`src/rtl/parallel_pkg.sv`:
```
// rtl/parallel_pkg.sv - shared lane-count helpers, default widths and output FSM states
package parallel_pkg;

  localparam int DEF_DATA_WIDTH      = 8;
  localparam int DEF_IN_PARALLELISM  = 32;
  localparam int DEF_OUT_PARALLELISM = 128;

  typedef enum logic {
    OUT_EMPTY   = 1'b0,
    OUT_PENDING = 1'b1
  } out_state_e;

  // Lane counts run 0..out_par inclusive, hence the extra bit.
  function automatic int lanes_width(input int out_par);
    return $clog2(out_par) + 1;
  endfunction

  function automatic int slot_width(input int ratio);
    return (ratio > 1) ? $clog2(ratio) : 1;
  endfunction

endpackage

```
`src/rtl/parallel_packer_if.sv`:
```
// rtl/parallel_packer_if.sv - beat input and FIFO write bundle of the parallel packer
interface parallel_packer_if
  import parallel_pkg::*;
#(
  parameter int DATA_WIDTH      = DEF_DATA_WIDTH,
  parameter int IN_PARALLELISM  = DEF_IN_PARALLELISM,
  parameter int OUT_PARALLELISM = DEF_OUT_PARALLELISM
) ();

  localparam int LANES_W = lanes_width(OUT_PARALLELISM);

  logic                                  in_valid;
  logic [IN_PARALLELISM*DATA_WIDTH-1:0]  in_data;
  logic                                  in_last;
  logic                                  in_ready;
  logic                                  full;
  logic                                  wr_en;
  logic [OUT_PARALLELISM*DATA_WIDTH-1:0] wr_data;
  logic [LANES_W-1:0]                    wr_lanes;
  logic [31:0]                           word_count;

  modport slave (
    input  in_valid, in_data, in_last, full,
    output in_ready, wr_en, wr_data, wr_lanes, word_count
  );

  modport master (
    output in_valid, in_data, in_last, full,
    input  in_ready, wr_en, wr_data, wr_lanes, word_count
  );

endinterface

```
`src/rtl/packer_lane_buf.sv`:
```
// rtl/packer_lane_buf.sv - assembly register and slot counter; presents the completed word on the completing beat
module packer_lane_buf
  import parallel_pkg::*;
#(
  parameter int DATA_WIDTH      = DEF_DATA_WIDTH,
  parameter int IN_PARALLELISM  = DEF_IN_PARALLELISM,
  parameter int OUT_PARALLELISM = DEF_OUT_PARALLELISM,
  localparam int IN_W    = IN_PARALLELISM * DATA_WIDTH,
  localparam int OUT_W   = OUT_PARALLELISM * DATA_WIDTH,
  localparam int LANES_W = lanes_width(OUT_PARALLELISM)
) (
  input  logic               clk,
  input  logic               rst,
  input  logic               beat_en,
  input  logic [IN_W-1:0]    beat_data,
  input  logic               beat_last,
  output logic               word_done,
  output logic [OUT_W-1:0]   word_data,
  output logic [LANES_W-1:0] word_lanes
);

  localparam int RATIO  = OUT_PARALLELISM / IN_PARALLELISM;
  localparam int SLOT_W = slot_width(RATIO);

  logic [SLOT_W-1:0] cnt_q;
  logic [OUT_W-1:0]  asm_q;

  assign word_done  = beat_en && ((cnt_q == SLOT_W'(RATIO - 1)) || beat_last);
  assign word_lanes = LANES_W'((32'(cnt_q) + 32'd1) * IN_PARALLELISM);

  // Unfilled slots of asm_q are always zero, so a partial word needs no masking.
  always_comb begin
    word_data = asm_q;
    word_data[32'(cnt_q) * IN_W +: IN_W] = beat_data;
  end

  always_ff @(posedge clk) begin
    if (rst || word_done) begin
      cnt_q <= '0;
      asm_q <= '0;
    end else if (beat_en) begin
      cnt_q <= cnt_q + SLOT_W'(1);
      asm_q <= word_data;
    end
  end

endmodule

```
`src/rtl/parallel_packer.sv`:
```
// rtl/parallel_packer.sv - packs narrow input beats into wide FIFO words with a one-word output stage
module parallel_packer
  import parallel_pkg::*;
#(
  parameter int DATA_WIDTH      = DEF_DATA_WIDTH,
  parameter int IN_PARALLELISM  = DEF_IN_PARALLELISM,
  parameter int OUT_PARALLELISM = DEF_OUT_PARALLELISM
) (
  input  logic               clk,
  input  logic               rst,
  parallel_packer_if.slave   bus
);

  localparam int OUT_W   = OUT_PARALLELISM * DATA_WIDTH;
  localparam int LANES_W = lanes_width(OUT_PARALLELISM);

  if ((OUT_PARALLELISM % IN_PARALLELISM) != 0 || (OUT_PARALLELISM / IN_PARALLELISM) < 2) begin : g_bad_ratio
    $error("parallel_packer: OUT_PARALLELISM must be a multiple >= 2 of IN_PARALLELISM");
  end

  out_state_e         state_q;
  out_state_e         state_d;
  logic               out_valid;
  logic               accept;
  logic               wr_fire;
  logic               word_done;
  logic [OUT_W-1:0]   word_data;
  logic [LANES_W-1:0] word_lanes;
  logic [OUT_W-1:0]   out_data_q;
  logic [LANES_W-1:0] out_lanes_q;
  logic [31:0]        count_q;

  assign out_valid = (state_q == OUT_PENDING);
  // A beat is only taken when the held word drains this same cycle, so it is never overwritten.
  assign bus.in_ready = !rst && !(out_valid && bus.full);
  assign accept       = bus.in_valid && bus.in_ready;
  assign wr_fire      = !rst && out_valid && !bus.full;

  assign bus.wr_en      = wr_fire;
  assign bus.wr_data    = out_data_q;
  assign bus.wr_lanes   = out_lanes_q;
  assign bus.word_count = count_q;

  packer_lane_buf #(
    .DATA_WIDTH      (DATA_WIDTH),
    .IN_PARALLELISM  (IN_PARALLELISM),
    .OUT_PARALLELISM (OUT_PARALLELISM)
  ) u_lane_buf (
    .clk        (clk),
    .rst        (rst),
    .beat_en    (accept),
    .beat_data  (bus.in_data),
    .beat_last  (bus.in_last),
    .word_done  (word_done),
    .word_data  (word_data),
    .word_lanes (word_lanes)
  );

  always_ff @(posedge clk) begin
    if (rst) state_q <= OUT_EMPTY;
    else     state_q <= state_d;
  end

  always_comb begin
    state_d = state_q;
    case (state_q)
      OUT_EMPTY:   if (word_done) state_d = OUT_PENDING;
      OUT_PENDING: if (wr_fire && !word_done) state_d = OUT_EMPTY;
      default:     state_d = OUT_EMPTY;
    endcase
  end

  always_ff @(posedge clk) begin
    if (rst) begin
      out_data_q  <= '0;
      out_lanes_q <= '0;
    end else if (word_done) begin
      out_data_q  <= word_data;
      out_lanes_q <= word_lanes;
    end
  end

  always_ff @(posedge clk) begin
    if (rst)          count_q <= '0;
    else if (wr_fire) count_q <= count_q + 32'd1;
  end

endmodule
```
`src/flat_wrapper.sv`:
```
// flat-port wrapper written by rule: the top's interface ports become plain ports
module parallel_packer_flat import parallel_pkg::*;
#(
  parameter int DATA_WIDTH      = DEF_DATA_WIDTH,
  parameter int IN_PARALLELISM  = DEF_IN_PARALLELISM,
  parameter int OUT_PARALLELISM = DEF_OUT_PARALLELISM
)
  (clk, rst, bus_in_valid, bus_in_data, bus_in_last, bus_full, bus_in_ready, bus_wr_en, bus_wr_data, bus_wr_lanes, bus_word_count);
  parallel_packer_if #(.DATA_WIDTH(DATA_WIDTH), .IN_PARALLELISM(IN_PARALLELISM), .OUT_PARALLELISM(OUT_PARALLELISM)) bus_i ();
  input  logic clk;
  input  logic rst;
  input wire logic [$bits(bus_i.in_valid)-1:0] bus_in_valid;
  input wire logic [$bits(bus_i.in_data)-1:0] bus_in_data;
  input wire logic [$bits(bus_i.in_last)-1:0] bus_in_last;
  input wire logic [$bits(bus_i.full)-1:0] bus_full;
  output wire logic [$bits(bus_i.in_ready)-1:0] bus_in_ready;
  output wire logic [$bits(bus_i.wr_en)-1:0] bus_wr_en;
  output wire logic [$bits(bus_i.wr_data)-1:0] bus_wr_data;
  output wire logic [$bits(bus_i.wr_lanes)-1:0] bus_wr_lanes;
  output wire logic [$bits(bus_i.word_count)-1:0] bus_word_count;
  assign bus_i.in_valid = bus_in_valid;
  assign bus_i.in_data = bus_in_data;
  assign bus_i.in_last = bus_in_last;
  assign bus_i.full = bus_full;
  assign bus_in_ready = bus_i.in_ready;
  assign bus_wr_en = bus_i.wr_en;
  assign bus_wr_data = bus_i.wr_data;
  assign bus_wr_lanes = bus_i.wr_lanes;
  assign bus_word_count = bus_i.word_count;
  parallel_packer #(.DATA_WIDTH(DATA_WIDTH), .IN_PARALLELISM(IN_PARALLELISM), .OUT_PARALLELISM(OUT_PARALLELISM)) u_core (.clk(clk), .rst(rst), .bus(bus_i));
endmodule
```
`config.mk`:
```
export PLATFORM = sky130hd
export DESIGN_NAME = parallel_packer_flat
export DESIGN_NICKNAME = d
export VERILOG_FILES = /design/src/rtl/parallel_pkg.sv /design/src/rtl/parallel_packer_if.sv /design/src/rtl/packer_lane_buf.sv /design/src/rtl/parallel_packer.sv /design/src/flat_wrapper.sv
export SDC_FILE = /design/constraint.sdc
export NUM_CORES = 2
export LEC_CHECK = 0
export CAP_MARGIN = 5
export CORE_AREA = 2 2 510 512
export CTS_BUF_LIST = sky130_fd_sc_hd__clkbuf_4
export DETAILED_ROUTE_END_ITERATION = 16
export DIE_AREA = 0 0 512 514
export GPL_TIMING_DRIVEN = 0
export PLACE_DENSITY_LB_ADDON = 0.08
export SYNTH_ARGS = -nofsm -noshare
export SYNTH_HDL_FRONTEND = slang
export SYNTH_SLANG_ARGS = --single-unit
```
`constraint.sdc`:
```
create_clock -name clk -period 2.28 [get_ports clk]
set_input_delay 0.456 -clock clk [delete_from_list [all_inputs] [get_ports clk]]
set_output_delay 0.456 -clock clk [all_outputs]
set_load 0.005 [all_outputs]
```
==> qor.txt <==
Fraction of layout cells with a size suffix above 1: 28.58%
Failing checks: negative setup slack
Slowest stage delay, CP: 0.34 ns
Die Y-Extent: 514 um
First drt pass iteration count: 6
Ys async rst share: 0%
Yosys warning count: 0
Max-slew violation count: 0
Worst-path clk slew: 0.06 ns
Detailed Place HPWL: 298300 um
TritonCTS buffer count: 612
Num rows: 187
Yosys top cell by area: dfxtp_1
WP data arrival: 2.13 ns
PwrDens: 775.8 nW/um2
Worst reg-to-reg path cell count: 8
Vias after detailed routing: 79.69k
CTS H-Tree Depth: 6
CTS Sinks: 2086
TritonCTS clock tree: done
Hold Path Stages: 3
Max Fanout on Critical Path: 3
Via density: 5.294
Syn_area_per_cell: 9.047 um2
DRT antenna net count: 0
Worst Hold Path EP: u_core.bus.wr_data[433]
FF-to-FF setup slack: -0.24 ns
R2r endpoint: u_core.u_lane_buf.asm_q[785]
Post-synth top flop: dfxtp_1
Vias in the first global route: 77.22k
CP Capture Type: output port
Synth top area cells: dfxtp_1, a211oi_1, nor2_1, a22oi_1, nor2b_1
First-pass GRT wire length: 553500 um
Cell family with most CP delay: flip-flops
Non-Filler Instances: 15.05k
Grt ovf: 0
Max Clock Skew: 0.1292 ns
Fin crit share: 113.6%
Syn Std Cell Area: 79930 um2
Fmax: 386.0 MHz
Fin. Hold Viols: 0
Drt drc: 0
Hold WC Path Type: in -> reg
Synthesized instance count: 8835
Placed Instances: 13.57k
Most common cell after layout, fill and taps aside: nor2_1
Routability Congestion: 0.8727
IO Count: 1327
Critical path cell sequence: nor2b_4 > nand2_4 > inv_4 > buf_6
Synthesized flop and latch total: 2086
Yosys cell types: 41
Starting Density: 30.97%
Total Power: 87.42 mW
Hold Crit Start: bus_in_data[177]
Seq/Total Area, Yosys: 52.24%
Area growth from synthesis to layout: 40.98%
Clock root buffer: clkbuf_4
Fin nets: 11.50k
Total core area: 258100 um2
Worst-Margin Slew: 1.258 ns
Critical path buffer and inverter count: 2
Rel. slew slack: 16.13%
Final worst path period need: 2.591 ns
Pin count of the biggest net entering global routing: 17
Worst skew pair latency: 1.43 ns
Unrepaired setup endpoints after global routing: yes
Routed WL: 395900 um
Slowest-stage cell, CP: dfxtp_2
# port buffers: 1320
CP startpoint kind: flip-flop
Routed WL per cell: 26.30 um
Gr usage total: 28.54%
Leakage Power: 42.77 nW
Full die area: 263200 um2
Share of the synthesized area in the top cell type: 52.24%
# setup viols final: 1075
Max cap viols: 0
Antenna violations before repair: 34
Number of synthesized flops with an enable pin: 0
Chip width: 512 um
Setup CP Type: reg -> out
Slack of the critical path: -0.3107 ns
R2R Path Start: u_core.u_lane_buf.cnt_q[0]
CTS max path bufs: 4
VDD IR max: 0.5250 mV
CP required: 1.82 ns
Most frequent cells in the layout: nor2_1, a211oi_1, dfxtp_1
Status: finished with violations
Initial DRC count: 5573
through the flow:
step	worst slack, ns	instance area [um2]	setup TNS [ns]	util, %	hold WS, ns
global route	-0.4759	112700	-351.06	43.66	0.04322
detailed placement	-1.489	97680	-2230.92	37.85	0.4517
finish	-0.3107	112700	-91.93	43.67	0.2084
floorplan	0.1376	79950	0	-	0.4527
CTS	-0.5014	107900	-819.83	41.80	0.0007538
global placement	-2.007	97420	-2718.32	37.75	0.4550
timing repair:
item | 4_1_cts | 5_1_grt
setup buffers | 31 | 167
cloned | 6 | 4
resized for setup | 1867 | 3918
endpoints found under the setup margin | 3115 | 3107
hold endpoints to repair | 1757 | 0
pin swaps | 36 | 36
hold buffers | 239 | 0
registers in the layout, indices dropped and copies added (netlist names):
signal,count
u_core.bus.wr_data,1024
u_core.bus.wr_lanes,3
u_core.bus.word_count,32
u_core.out_valid,1
u_core.u_lane_buf.cnt_q,2
u_core.u_lane_buf.asm_q,1024
layout make-up:
class | count | area [um2]
Fill cell | 25770 | 145400
Sequential cell | 2086 | 42890
Multi-Input combinational cell | 5819 | 34640
Timing Repair Buffer | 1780 | 17660
Clock buffer | 874 | 6561
Buffer | 917 | 5633
Tap cell | 3402 | 4257
Clock inverter | 144 | 945.9
Inverter | 13 | 71.32
Antenna cell | 17 | 42.54
how the worst max path moves through the flow:
| stage | startpoint | endpoint | slack, ns | cells past startpoint |
|---|---|---|---|---|
| 2_1_floorplan | u_core.u_lane_buf.cnt_q[0] | u_core.u_lane_buf.asm_q[1002] | 0.14 | 7 |
| 3_3_place_gp | bus_in_valid | u_core.u_lane_buf.asm_q[861] | -2.01 | 7 |
| 3_5_place_dp | bus_in_valid | u_core.u_lane_buf.asm_q[882] | -1.49 | 8 |
| 4_1_cts | u_core.out_valid | bus_wr_en | -0.50 | 4 |
| 5_1_grt | u_core.out_valid | bus_wr_en | -0.48 | 4 |
| 6_report | u_core.out_valid | bus_wr_en | -0.31 | 4 |
tightest hold or removal path: stages:
cell,delay [ns]
clkdlybuf4s50_1,0.66
a22oi_2,0.30
a211oi_1,0.09
synthesized netlist by cell type (2+ instances only):
| cell type | instances |
|---|---|
| xnor2_1 | 4 |
| nor4_1 | 3 |
| buf_1 | 48 |
| and4_1 | 9 |
| xor2_1 | 6 |
| o31ai_1 | 12 |
| nand3_1 | 53 |
| buf_6 | 55 |
| clkbuf_1 | 436 |
| nor2_1 | 2021 |
| a21oi_1 | 540 |
| buf_2 | 371 |
| dfxtp_1 | 2086 |
| a221oi_1 | 40 |
| nor2b_1 | 513 |
| nand4_1 | 15 |
| or3_1 | 9 |
| a211oi_2 | 7 |
| or2_2 | 2 |
| o21ai_0 | 49 |
| ha_1 | 7 |
| nand2_1 | 20 |
| nor3_1 | 39 |
| or4_1 | 12 |
| o21ai_1 | 6 |
| inv_1 | 9 |
| and2_1 | 3 |
| a22oi_1 | 555 |
| buf_4 | 11 |
| and3_1 | 6 |
| inv_2 | 4 |
| a211oi_1 | 1875 |
routing by layer:
metal  vias to the layer above  track usage, %  wire (um)
met1                     38690           33.61     156500
met2                      3066           45.71     180800
li1                      37180               -          -
met4                         4           15.97      23430
met3                       746           9.272      35170
met5                         -               0         23
power by group:
group | internal, mW | total (mW) | switching (mW) | leakage, nW
clock network | 18.9 | 35.9 | 17.1 | 4.45
registers | 38.3 | 39.4 | 1.11 | 17.4
logic | 4.79 | 12.1 | 7.30 | 21.0
total | 62.0 | 87.4 | 25.5 | 42.8
logic make-up after synthesis:
logic type,Yosys count,share of synthesized area [%]
flip-flops,2086,52.24
other,1,0.004691
AND/OR/NAND/NOR,2709,14.74
AO/OA/AOI/OAI,3087,27.25
buffers and inverters,934,5.535
adder cells (fa/ha/maj),7,0.1096
multiplexers,1,0.01252
XOR/XNOR,10,0.1096
Note: power is estimated with default switching activity, not from simulation.
